[src/rtl/cpu_trace_emitter_if.sv]
// Record handshake between a CPU write-back source and cpu_trace_emitter.
//   in_valid/in_ready : one record is transferred when both are high at a rising edge
//   in_kind           : 0 = register write, 1 = memory write
//   in_time           : 4 BCD nibbles, MS digit first
//   in_pc             : program counter (8 hex digits)
//   in_grf            : register number, 2 BCD nibbles (register records only)
//   in_addr           : memory address (memory records only)
//   in_data           : write data
interface cpu_trace_emitter_if;
   logic        in_valid;
   logic        in_ready;
   logic        in_kind;
   logic [15:0] in_time;
   logic [31:0] in_pc;
   logic [7:0]  in_grf;
   logic [31:0] in_addr;
   logic [31:0] in_data;

   modport master (
      output in_valid, in_kind, in_time, in_pc, in_grf, in_addr, in_data,
      input  in_ready
   );

   modport slave (
      input  in_valid, in_kind, in_time, in_pc, in_grf, in_addr, in_data,
      output in_ready
   );
endinterface

[src/rtl/cpu_trace_emitter.sv]
// Serialises one write-back record per handshake into the ASCII trace stream,
// one character per clock:
//   register write : ^T@PPPPPPPP: $G <= DDDDDDDD#
//   memory write   : ^T@PPPPPPPP: *AAAAAAAA <= DDDDDDDD#
// Ports:
//   clk, reset : rising-edge clock, synchronous active-high reset
//   in_if      : record handshake (slave side), in_ready registered
//   char_o     : registered ASCII character, 8'h00 when idle
//   busy_o     : registered, high while a record is being emitted
module cpu_trace_emitter (
   input  logic                  clk,
   input  logic                  reset,
   cpu_trace_emitter_if.slave    in_if,
   output logic [7:0]            char_o,
   output logic                  busy_o
);

   localparam int unsigned CW = 3;

   localparam logic [7:0] CH_NUL   = 8'h00;
   localparam logic [7:0] CH_HAT   = 8'h5e;
   localparam logic [7:0] CH_AT    = 8'h40;
   localparam logic [7:0] CH_COLON = 8'h3a;
   localparam logic [7:0] CH_SP    = 8'h20;
   localparam logic [7:0] CH_DOLR  = 8'h24;
   localparam logic [7:0] CH_STAR  = 8'h2a;
   localparam logic [7:0] CH_LT    = 8'h3c;
   localparam logic [7:0] CH_EQ    = 8'h3d;
   localparam logic [7:0] CH_HASH  = 8'h23;

   typedef enum logic [3:0] {
      S_IDLE, S_HAT, S_TIME, S_AT, S_PC, S_COLON, S_SP0, S_KIND,
      S_OPND, S_SP1, S_LT, S_EQ, S_SP2, S_DATA, S_HASH
   } state_e;

   state_e          state_q;
   logic [CW-1:0]   cnt_q;
   logic [7:0]      char_q;
   logic            busy_q;
   logic            ready_q;
   logic            kind_q;
   logic [15:0]     time_q;
   logic [31:0]     pc_q;
   logic [7:0]      grf_q;
   logic [31:0]     addr_q;
   logic [31:0]     data_q;

   logic            accept;
   logic [1:0]      time_start;
   logic [CW-1:0]   grf_start;
   logic [CW-1:0]   cnt_inc;
   logic            opnd_last;

   // Nibble value to ASCII; BCD nibbles above 9 deliberately come out as letters.
   function automatic logic [7:0] hex_ascii(input logic [3:0] n);
      if (n < 4'd10) return 8'h30 + {4'h0, n};
      else           return 8'h57 + {4'h0, n};
   endfunction

   // Nibble i of a 32-bit field, i = 0 is the most significant.
   function automatic logic [3:0] nib32(input logic [31:0] v, input logic [CW-1:0] i);
      return 4'(v >> {3'd7 - i, 2'b00});
   endfunction

   function automatic logic [3:0] nib16(input logic [15:0] v, input logic [1:0] i);
      return 4'(v >> {2'd3 - i, 2'b00});
   endfunction

   function automatic logic [3:0] nib8(input logic [7:0] v, input logic i);
      return i ? v[3:0] : v[7:4];
   endfunction

   // Start indices for leading-zero suppression; an all-zero field keeps its last digit.
   always_comb begin
      accept     = in_if.in_valid && ready_q;
      cnt_inc    = CW'(cnt_q + CW'(1));
      opnd_last  = kind_q ? (cnt_q == CW'(7)) : (cnt_q == CW'(1));
      grf_start  = (grf_q[7:4] == 4'h0) ? CW'(1) : CW'(0);
      time_start = 2'd3;
      if (time_q[15:12] != 4'h0)     time_start = 2'd0;
      else if (time_q[11:8] != 4'h0) time_start = 2'd1;
      else if (time_q[7:4] != 4'h0)  time_start = 2'd2;
   end

   // Sequencer: char_q always carries the character of the state being entered.
   always_ff @(posedge clk) begin
      if (reset) begin
         state_q <= S_IDLE;
         cnt_q   <= '0;
         char_q  <= CH_NUL;
         busy_q  <= 1'b0;
         ready_q <= 1'b1;
         kind_q  <= 1'b0;
         time_q  <= '0;
         pc_q    <= '0;
         grf_q   <= '0;
         addr_q  <= '0;
         data_q  <= '0;
      end else begin
         case (state_q)
            S_IDLE, S_HASH: begin
               cnt_q <= '0;
               if (accept) begin
                  kind_q  <= in_if.in_kind;
                  time_q  <= in_if.in_time;
                  pc_q    <= in_if.in_pc;
                  grf_q   <= in_if.in_grf;
                  addr_q  <= in_if.in_addr;
                  data_q  <= in_if.in_data;
                  state_q <= S_HAT;
                  char_q  <= CH_HAT;
                  busy_q  <= 1'b1;
                  ready_q <= 1'b0;
               end else begin
                  state_q <= S_IDLE;
                  char_q  <= CH_NUL;
                  busy_q  <= 1'b0;
                  ready_q <= 1'b1;
               end
            end
            S_HAT: begin
               state_q <= S_TIME;
               cnt_q   <= {1'b0, time_start};
               char_q  <= hex_ascii(nib16(time_q, time_start));
            end
            S_TIME: begin
               if (cnt_q[1:0] == 2'd3) begin
                  state_q <= S_AT;
                  cnt_q   <= '0;
                  char_q  <= CH_AT;
               end else begin
                  cnt_q  <= cnt_inc;
                  char_q <= hex_ascii(nib16(time_q, cnt_inc[1:0]));
               end
            end
            S_AT: begin
               state_q <= S_PC;
               cnt_q   <= '0;
               char_q  <= hex_ascii(nib32(pc_q, CW'(0)));
            end
            S_PC: begin
               if (cnt_q == CW'(7)) begin
                  state_q <= S_COLON;
                  cnt_q   <= '0;
                  char_q  <= CH_COLON;
               end else begin
                  cnt_q  <= cnt_inc;
                  char_q <= hex_ascii(nib32(pc_q, cnt_inc));
               end
            end
            S_COLON: begin
               state_q <= S_SP0;
               char_q  <= CH_SP;
            end
            S_SP0: begin
               state_q <= S_KIND;
               char_q  <= kind_q ? CH_STAR : CH_DOLR;
            end
            S_KIND: begin
               state_q <= S_OPND;
               if (kind_q) begin
                  cnt_q  <= '0;
                  char_q <= hex_ascii(nib32(addr_q, CW'(0)));
               end else begin
                  cnt_q  <= grf_start;
                  char_q <= hex_ascii(nib8(grf_q, grf_start[0]));
               end
            end
            S_OPND: begin
               if (opnd_last) begin
                  state_q <= S_SP1;
                  cnt_q   <= '0;
                  char_q  <= CH_SP;
               end else begin
                  cnt_q  <= cnt_inc;
                  char_q <= kind_q ? hex_ascii(nib32(addr_q, cnt_inc))
                                   : hex_ascii(nib8(grf_q, cnt_inc[0]));
               end
            end
            S_SP1: begin
               state_q <= S_LT;
               char_q  <= CH_LT;
            end
            S_LT: begin
               state_q <= S_EQ;
               char_q  <= CH_EQ;
            end
            S_EQ: begin
               state_q <= S_SP2;
               char_q  <= CH_SP;
            end
            S_SP2: begin
               state_q <= S_DATA;
               cnt_q   <= '0;
               char_q  <= hex_ascii(nib32(data_q, CW'(0)));
            end
            S_DATA: begin
               if (cnt_q == CW'(7)) begin
                  state_q <= S_HASH;
                  cnt_q   <= '0;
                  char_q  <= CH_HASH;
                  ready_q <= 1'b1;
               end else begin
                  cnt_q  <= cnt_inc;
                  char_q <= hex_ascii(nib32(data_q, cnt_inc));
               end
            end
            default: begin
               state_q <= S_IDLE;
               cnt_q   <= '0;
               char_q  <= CH_NUL;
               busy_q  <= 1'b0;
               ready_q <= 1'b1;
            end
         endcase
      end
   end

   assign in_if.in_ready = ready_q;
   assign char_o         = char_q;
   assign busy_o         = busy_q;

endmodule

[src/flat_wrapper.sv]
// flat-port wrapper written by rule: the top's interface ports become plain ports
module cpu_trace_emitter_flat 
  (clk, reset, char_o, busy_o, in_if_in_valid, in_if_in_kind, in_if_in_time, in_if_in_pc, in_if_in_grf, in_if_in_addr, in_if_in_data, in_if_in_ready);
  cpu_trace_emitter_if in_if_i ();
  input  logic clk;
  input  logic reset;
  output logic [7:0] char_o;
  output logic busy_o;
  input wire logic [$bits(in_if_i.in_valid)-1:0] in_if_in_valid;
  input wire logic [$bits(in_if_i.in_kind)-1:0] in_if_in_kind;
  input wire logic [$bits(in_if_i.in_time)-1:0] in_if_in_time;
  input wire logic [$bits(in_if_i.in_pc)-1:0] in_if_in_pc;
  input wire logic [$bits(in_if_i.in_grf)-1:0] in_if_in_grf;
  input wire logic [$bits(in_if_i.in_addr)-1:0] in_if_in_addr;
  input wire logic [$bits(in_if_i.in_data)-1:0] in_if_in_data;
  output wire logic [$bits(in_if_i.in_ready)-1:0] in_if_in_ready;
  assign in_if_i.in_valid = in_if_in_valid;
  assign in_if_i.in_kind = in_if_in_kind;
  assign in_if_i.in_time = in_if_in_time;
  assign in_if_i.in_pc = in_if_in_pc;
  assign in_if_i.in_grf = in_if_in_grf;
  assign in_if_i.in_addr = in_if_in_addr;
  assign in_if_i.in_data = in_if_in_data;
  assign in_if_in_ready = in_if_i.in_ready;
  cpu_trace_emitter u_core (.clk(clk), .reset(reset), .in_if(in_if_i), .char_o(char_o), .busy_o(busy_o));
endmodule
[config.mk]
export PLATFORM = sky130hd
export DESIGN_NAME = cpu_trace_emitter_flat
export DESIGN_NICKNAME = d
export VERILOG_FILES = /design/src/rtl/cpu_trace_emitter_if.sv /design/src/rtl/cpu_trace_emitter.sv /design/src/flat_wrapper.sv
export SDC_FILE = /design/constraint.sdc
export NUM_CORES = 1
export LEC_CHECK = 0
export CELL_PAD_IN_SITES_DETAIL_PLACEMENT = 1
export CELL_PAD_IN_SITES_GLOBAL_PLACEMENT = 1
export CORE_UTILIZATION = 42
export DETAILED_ROUTE_END_ITERATION = 16
export HOLD_SLACK_MARGIN = 0.08
export PLACE_DENSITY = 0.95
export SYNTH_ARGS = -nofsm -noshare
export SYNTH_HDL_FRONTEND = slang
export SYNTH_SLANG_ARGS = --single-unit
[constraint.sdc]
create_clock -name clk -period 7 [get_ports clk]
set_input_delay 1.4 -clock clk [delete_from_list [all_inputs] [get_ports clk]]
set_output_delay 1.4 -clock clk [all_outputs]
set_load 0.005 [all_outputs]
==> summary.md <==
| Metric | Value |
|---|---|
| Lkg Pwr | `3.39 nW` |
| Worst setup startpoint | `u_core.cnt_q[0]$_SDFFE_PP0N_` |
| Slew HR | `0.200` |
| Reg-to-reg slack, setup | `2.89 ns` |
| # fillers | `2070` |
| Clock Latency Late Sink | `0.44 ns` |
| Crit path max fanout | `32` |
| DR WL/cell | `20.0 um` |
| Via-to-Cell Ratio | `5.76` |
| Sequential area share after synthesis | `0.370` |
| Kind of critical path | `reg -> reg` |
| Clock skew | `0.0114 ns` |
| CP delay by family, top | `buffers and inverters` |
| Ant. Diodes | `0` |
| Startpoint Class | `register` |
| Yosys top cell by area | `dfxtp_1` |
| Most common flop cell mapped by yosys | `dfxtp_1` |
| Max Cap Viol | `0` |
| # IOs | `134` |
| Number of global-route vias before repair | `7597` |
| Total number of vias | `7185` |
| Drc violations | `0` |
| H-tree levels | `4` |
| Share of cells above drive strength 1 | `0.0792` |
| Setup TNS Final | `0 ns` |
| Status | `completed` |
| Synthesized area | `7400 sq um` |
| Initial Utilization | `0.430` |
| Final Wtd Congestion | `0.906` |
| Final setup violation count | `0` |
| CTS tree | `yes` |
| RSZ-0062 raised after global routing | `no` |
| Maximum vdd drop | `0.200 mV` |
| CTS Buffer Depth | `2` |
| Reg2Reg Depth | `10` |
| Synth Net Count | `1055` |
| Port bufs | `132` |
| CP Capture Point | `u_core.char_o[2]$_SDFF_PP0_` |
| Syn Inst Count | `917` |
| Wire length of the first global-routing pass | `39100 um` |
| Synth cell types | `72` |
| Syn_area_per_cell | `8.07 sq um` |
| Sw Ratio | `0.390` |
| Int Power | `1.97 mW` |
| Cts hold-fix bufs | `0` |
| Crit path DAT | `4.38 ns` |
| HPWL Detailed | `17500 um` |
| Final hold vios | `0` |
| Worst Path Required | `7.28 ns` |
| Setup ws final | `2.89 ns` |
| Hold Crit Class | `reg -> reg` |
| Part of the cycle the worst path needs | `0.587` |
| CP max stage delay | `0.67 ns` |
| Largest net degree at the start of global routing | `104` |
| Starting DRT DRC Count | `495` |
| Clk pwr share | `0.284` |
| Num rows | `48` |
| Number of iterations in the first detailed-routing pass | `5` |
| FF-to-FF End | `u_core.char_o[2]$_SDFF_PP0_` |
| Synth warnings | `0` |
| Critical Path, Cell by Cell | `buf_4, ha_1, buf_4, mux4_1, mux2i_4, nor4b_1, a31oi_1, nand3_1, a211oi_1, a31oi_1` |
| Core area | `17200 sq um` |
| Root buf cell | `clkbuf_16` |
| NumNets Final | `1148` |
| Worst-path clk slew | `0.06 ns` |
| Slew Viols, Final | `0` |
| Pre-CTS setup slack | `3.04 ns` |
| Die area | `18200 sq um` |
| Bufs and invs on worst path | `2` |
| Most common cell in the synthesized netlist | `nand2_1` |
| Post-CTS resize count | `0` |
| Num CTS Buffers | `17` |
| Switch Pwr | `1.26 mW` |
| Routed WL | `25000 um` |
| Levels on crit path | `10` |
| Die W | `135 um` |
| CTS Sinks | `137` |
| Pwr dens | `347 nW/um^2` |
| Combinational power share | `0.387` |
| Worst path slowest cell | `mux4_1` |
| Area share of the largest cell type after synthesis | `0.370` |
| Max Clk Rate | `244 MHz` |
| Antenna violations before repair | `0` |
| Flop pwr share | `0.329` |
| Post-DRT Antenna Nets | `0` |
| Layout area overhead | `26.1%` |
| Synth Register Bits | `137` |
| CP Capture Type | `register` |
| Gr usage total | `0.282` |
| Worst slew pin tran | `1.20 ns` |
| FF-to-FF Start | `u_core.cnt_q[0]$_SDFFE_PP0N_` |
| Async set or reset register ratio after synthesis | `0` |
| Die height | `135 um` |
| Register Area | `2740 sq um` |
| Congestion Overflow GR | `0` |
| Footprint of the multi-input gates | `4260 sq um` |
| Synth cell count leaders | `nand2_1, a21oi_1, dfxtp_1` |
| Count of flip-flops with a built-in enable after synthesis | `0` |
| Area contributors post-synth | `dfxtp_1, nand2_1, a21oi_1` |
| Setup bufs post-CTS | `0` |
| Minimum clock period | `4.11 ns` |
per-stage QoR:
step                      power, mW  utilization  instances  area (sq um)  hold slack (ns)
after floorplan                1.94            -        917          7400            0.432
after global placement         2.23        0.507       1216          8750            0.438
after detailed placement       2.30        0.507       1216          8750            0.447
after CTS                      3.24        0.542       1248          9340            0.459
after global routing           3.40        0.542       1248          9340            0.474
final                          3.24        0.542       1248          9340            0.455
cells in the final DEF, fill, tap and decap left out, types with 3 or more instances in the layout:
cell / count
nand2_1: 278
a21oi_1: 158
dfxtp_1: 136
clkdlybuf4s50_1: 131
nor2_1: 28
o21ai_0: 25
inv_1: 21
clkbuf_16: 17
mux4_2: 16
ha_1: 14
a31oi_1: 12
mux4_1: 12
nor3_1: 12
xnor2_1: 11
buf_4: 8
mux2i_1: 7
nand3_1: 7
a211oi_1: 6
inv_6: 6
mux2i_4: 5
mux2i_2: 5
nand2b_1: 5
nor2b_1: 5
o21ai_1: 5
a221oi_1: 5
o21a_1: 4
a21o_1: 4
a311oi_1: 4
o21bai_1: 3
a221o_1: 3
nand4_1: 3
nor3b_1: 3
xor2_1: 3
worst min path at each step:
stage / cells after the start / slack (ns) / to / startpoint
after floorplan: 2 / 0.43 / u_core.addr_q[14]$_SDFFE_PP0P_ / u_core.addr_q[14]$_SDFFE_PP0P_
after global placement: 2 / 0.44 / u_core.addr_q[18]$_SDFFE_PP0P_ / u_core.addr_q[18]$_SDFFE_PP0P_
after detailed placement: 2 / 0.45 / u_core.data_q[24]$_SDFFE_PP0P_ / u_core.data_q[24]$_SDFFE_PP0P_
after CTS: 2 / 0.46 / u_core.pc_q[16]$_SDFFE_PP0P_ / u_core.pc_q[16]$_SDFFE_PP0P_
after global routing: 2 / 0.47 / u_core.pc_q[19]$_SDFFE_PP0P_ / u_core.pc_q[19]$_SDFFE_PP0P_
final: 2 / 0.46 / u_core.pc_q[16]$_SDFFE_PP0P_ / u_core.pc_q[16]$_SDFFE_PP0P_
worst register-to-register path, stage by stage (launching register included):
cell      delay, ns
dfxtp_2        0.34
buf_4          0.55
ha_1           0.68
buf_4          0.47
mux4_1         0.68
mux2i_4        0.29
nor4b_1        0.15
a31oi_1        0.20
nand3_1        0.10
a211oi_1       0.35
a31oi_1        0.16
cell type report:
type / count / area share
multi-input combinational: 692 / 0.457
sequential: 137 / 0.294
timing repair buffer: 139 / 0.147
clock buffer: 18 / 0.0460
tap: 225 / 0.0301
clock inverter: 14 / 0.0173
inverter: 23 / 0.00925
flip-flops by register name, indices dropped and copies added, names as in the netlist:
| signal | flops |
|---|---|
| u_core.addr_q | 32 |
| u_core.data_q | 32 |
| u_core.pc_q | 32 |
| u_core.time_q | 16 |
| u_core.grf_q | 8 |
| u_core.char_o | 7 |
| u_core.state_q | 4 |
| u_core.cnt_q | 3 |
| u_core.busy_o | 1 |
| u_core.in_if.in_ready | 1 |
| u_core.kind_q | 1 |
cell families after synthesis:
family | synth area share
multiplexers | 0.127
AND/OR/NAND/NOR | 0.206
flip-flops | 0.370
other | 0.000507
XOR/XNOR | 0.0166
buffers and inverters | 0.0561
adder cells (fa/ha/maj) | 0.0237
AO/OA/AOI/OAI | 0.200
routing by layer:
metal	vias to the layer above	share of wire	GRT usage	wire, um
met1	3496	0.42	0.335	10500
li1	3397	-	-	-
met4	0	0.024	0.102	593
met2	244	0.51	0.501	12800
met5	-	0	0	0
met3	48	0.046	0.0556	1160
power groups by stage:
stage / clock (mW) / combinational (mW) / sequential [mW]
3_5_place_dp: 0 / 1.23 / 1.08
5_1_grt: 0.959 / 1.37 / 1.08
4_1_cts: 0.932 / 1.25 / 1.06
2_1_floorplan: 0 / 0.928 / 1.01
3_3_place_gp: 0 / 1.17 / 1.06
6_report: 0.920 / 1.25 / 1.07
(Power assumes the default switching activity.)
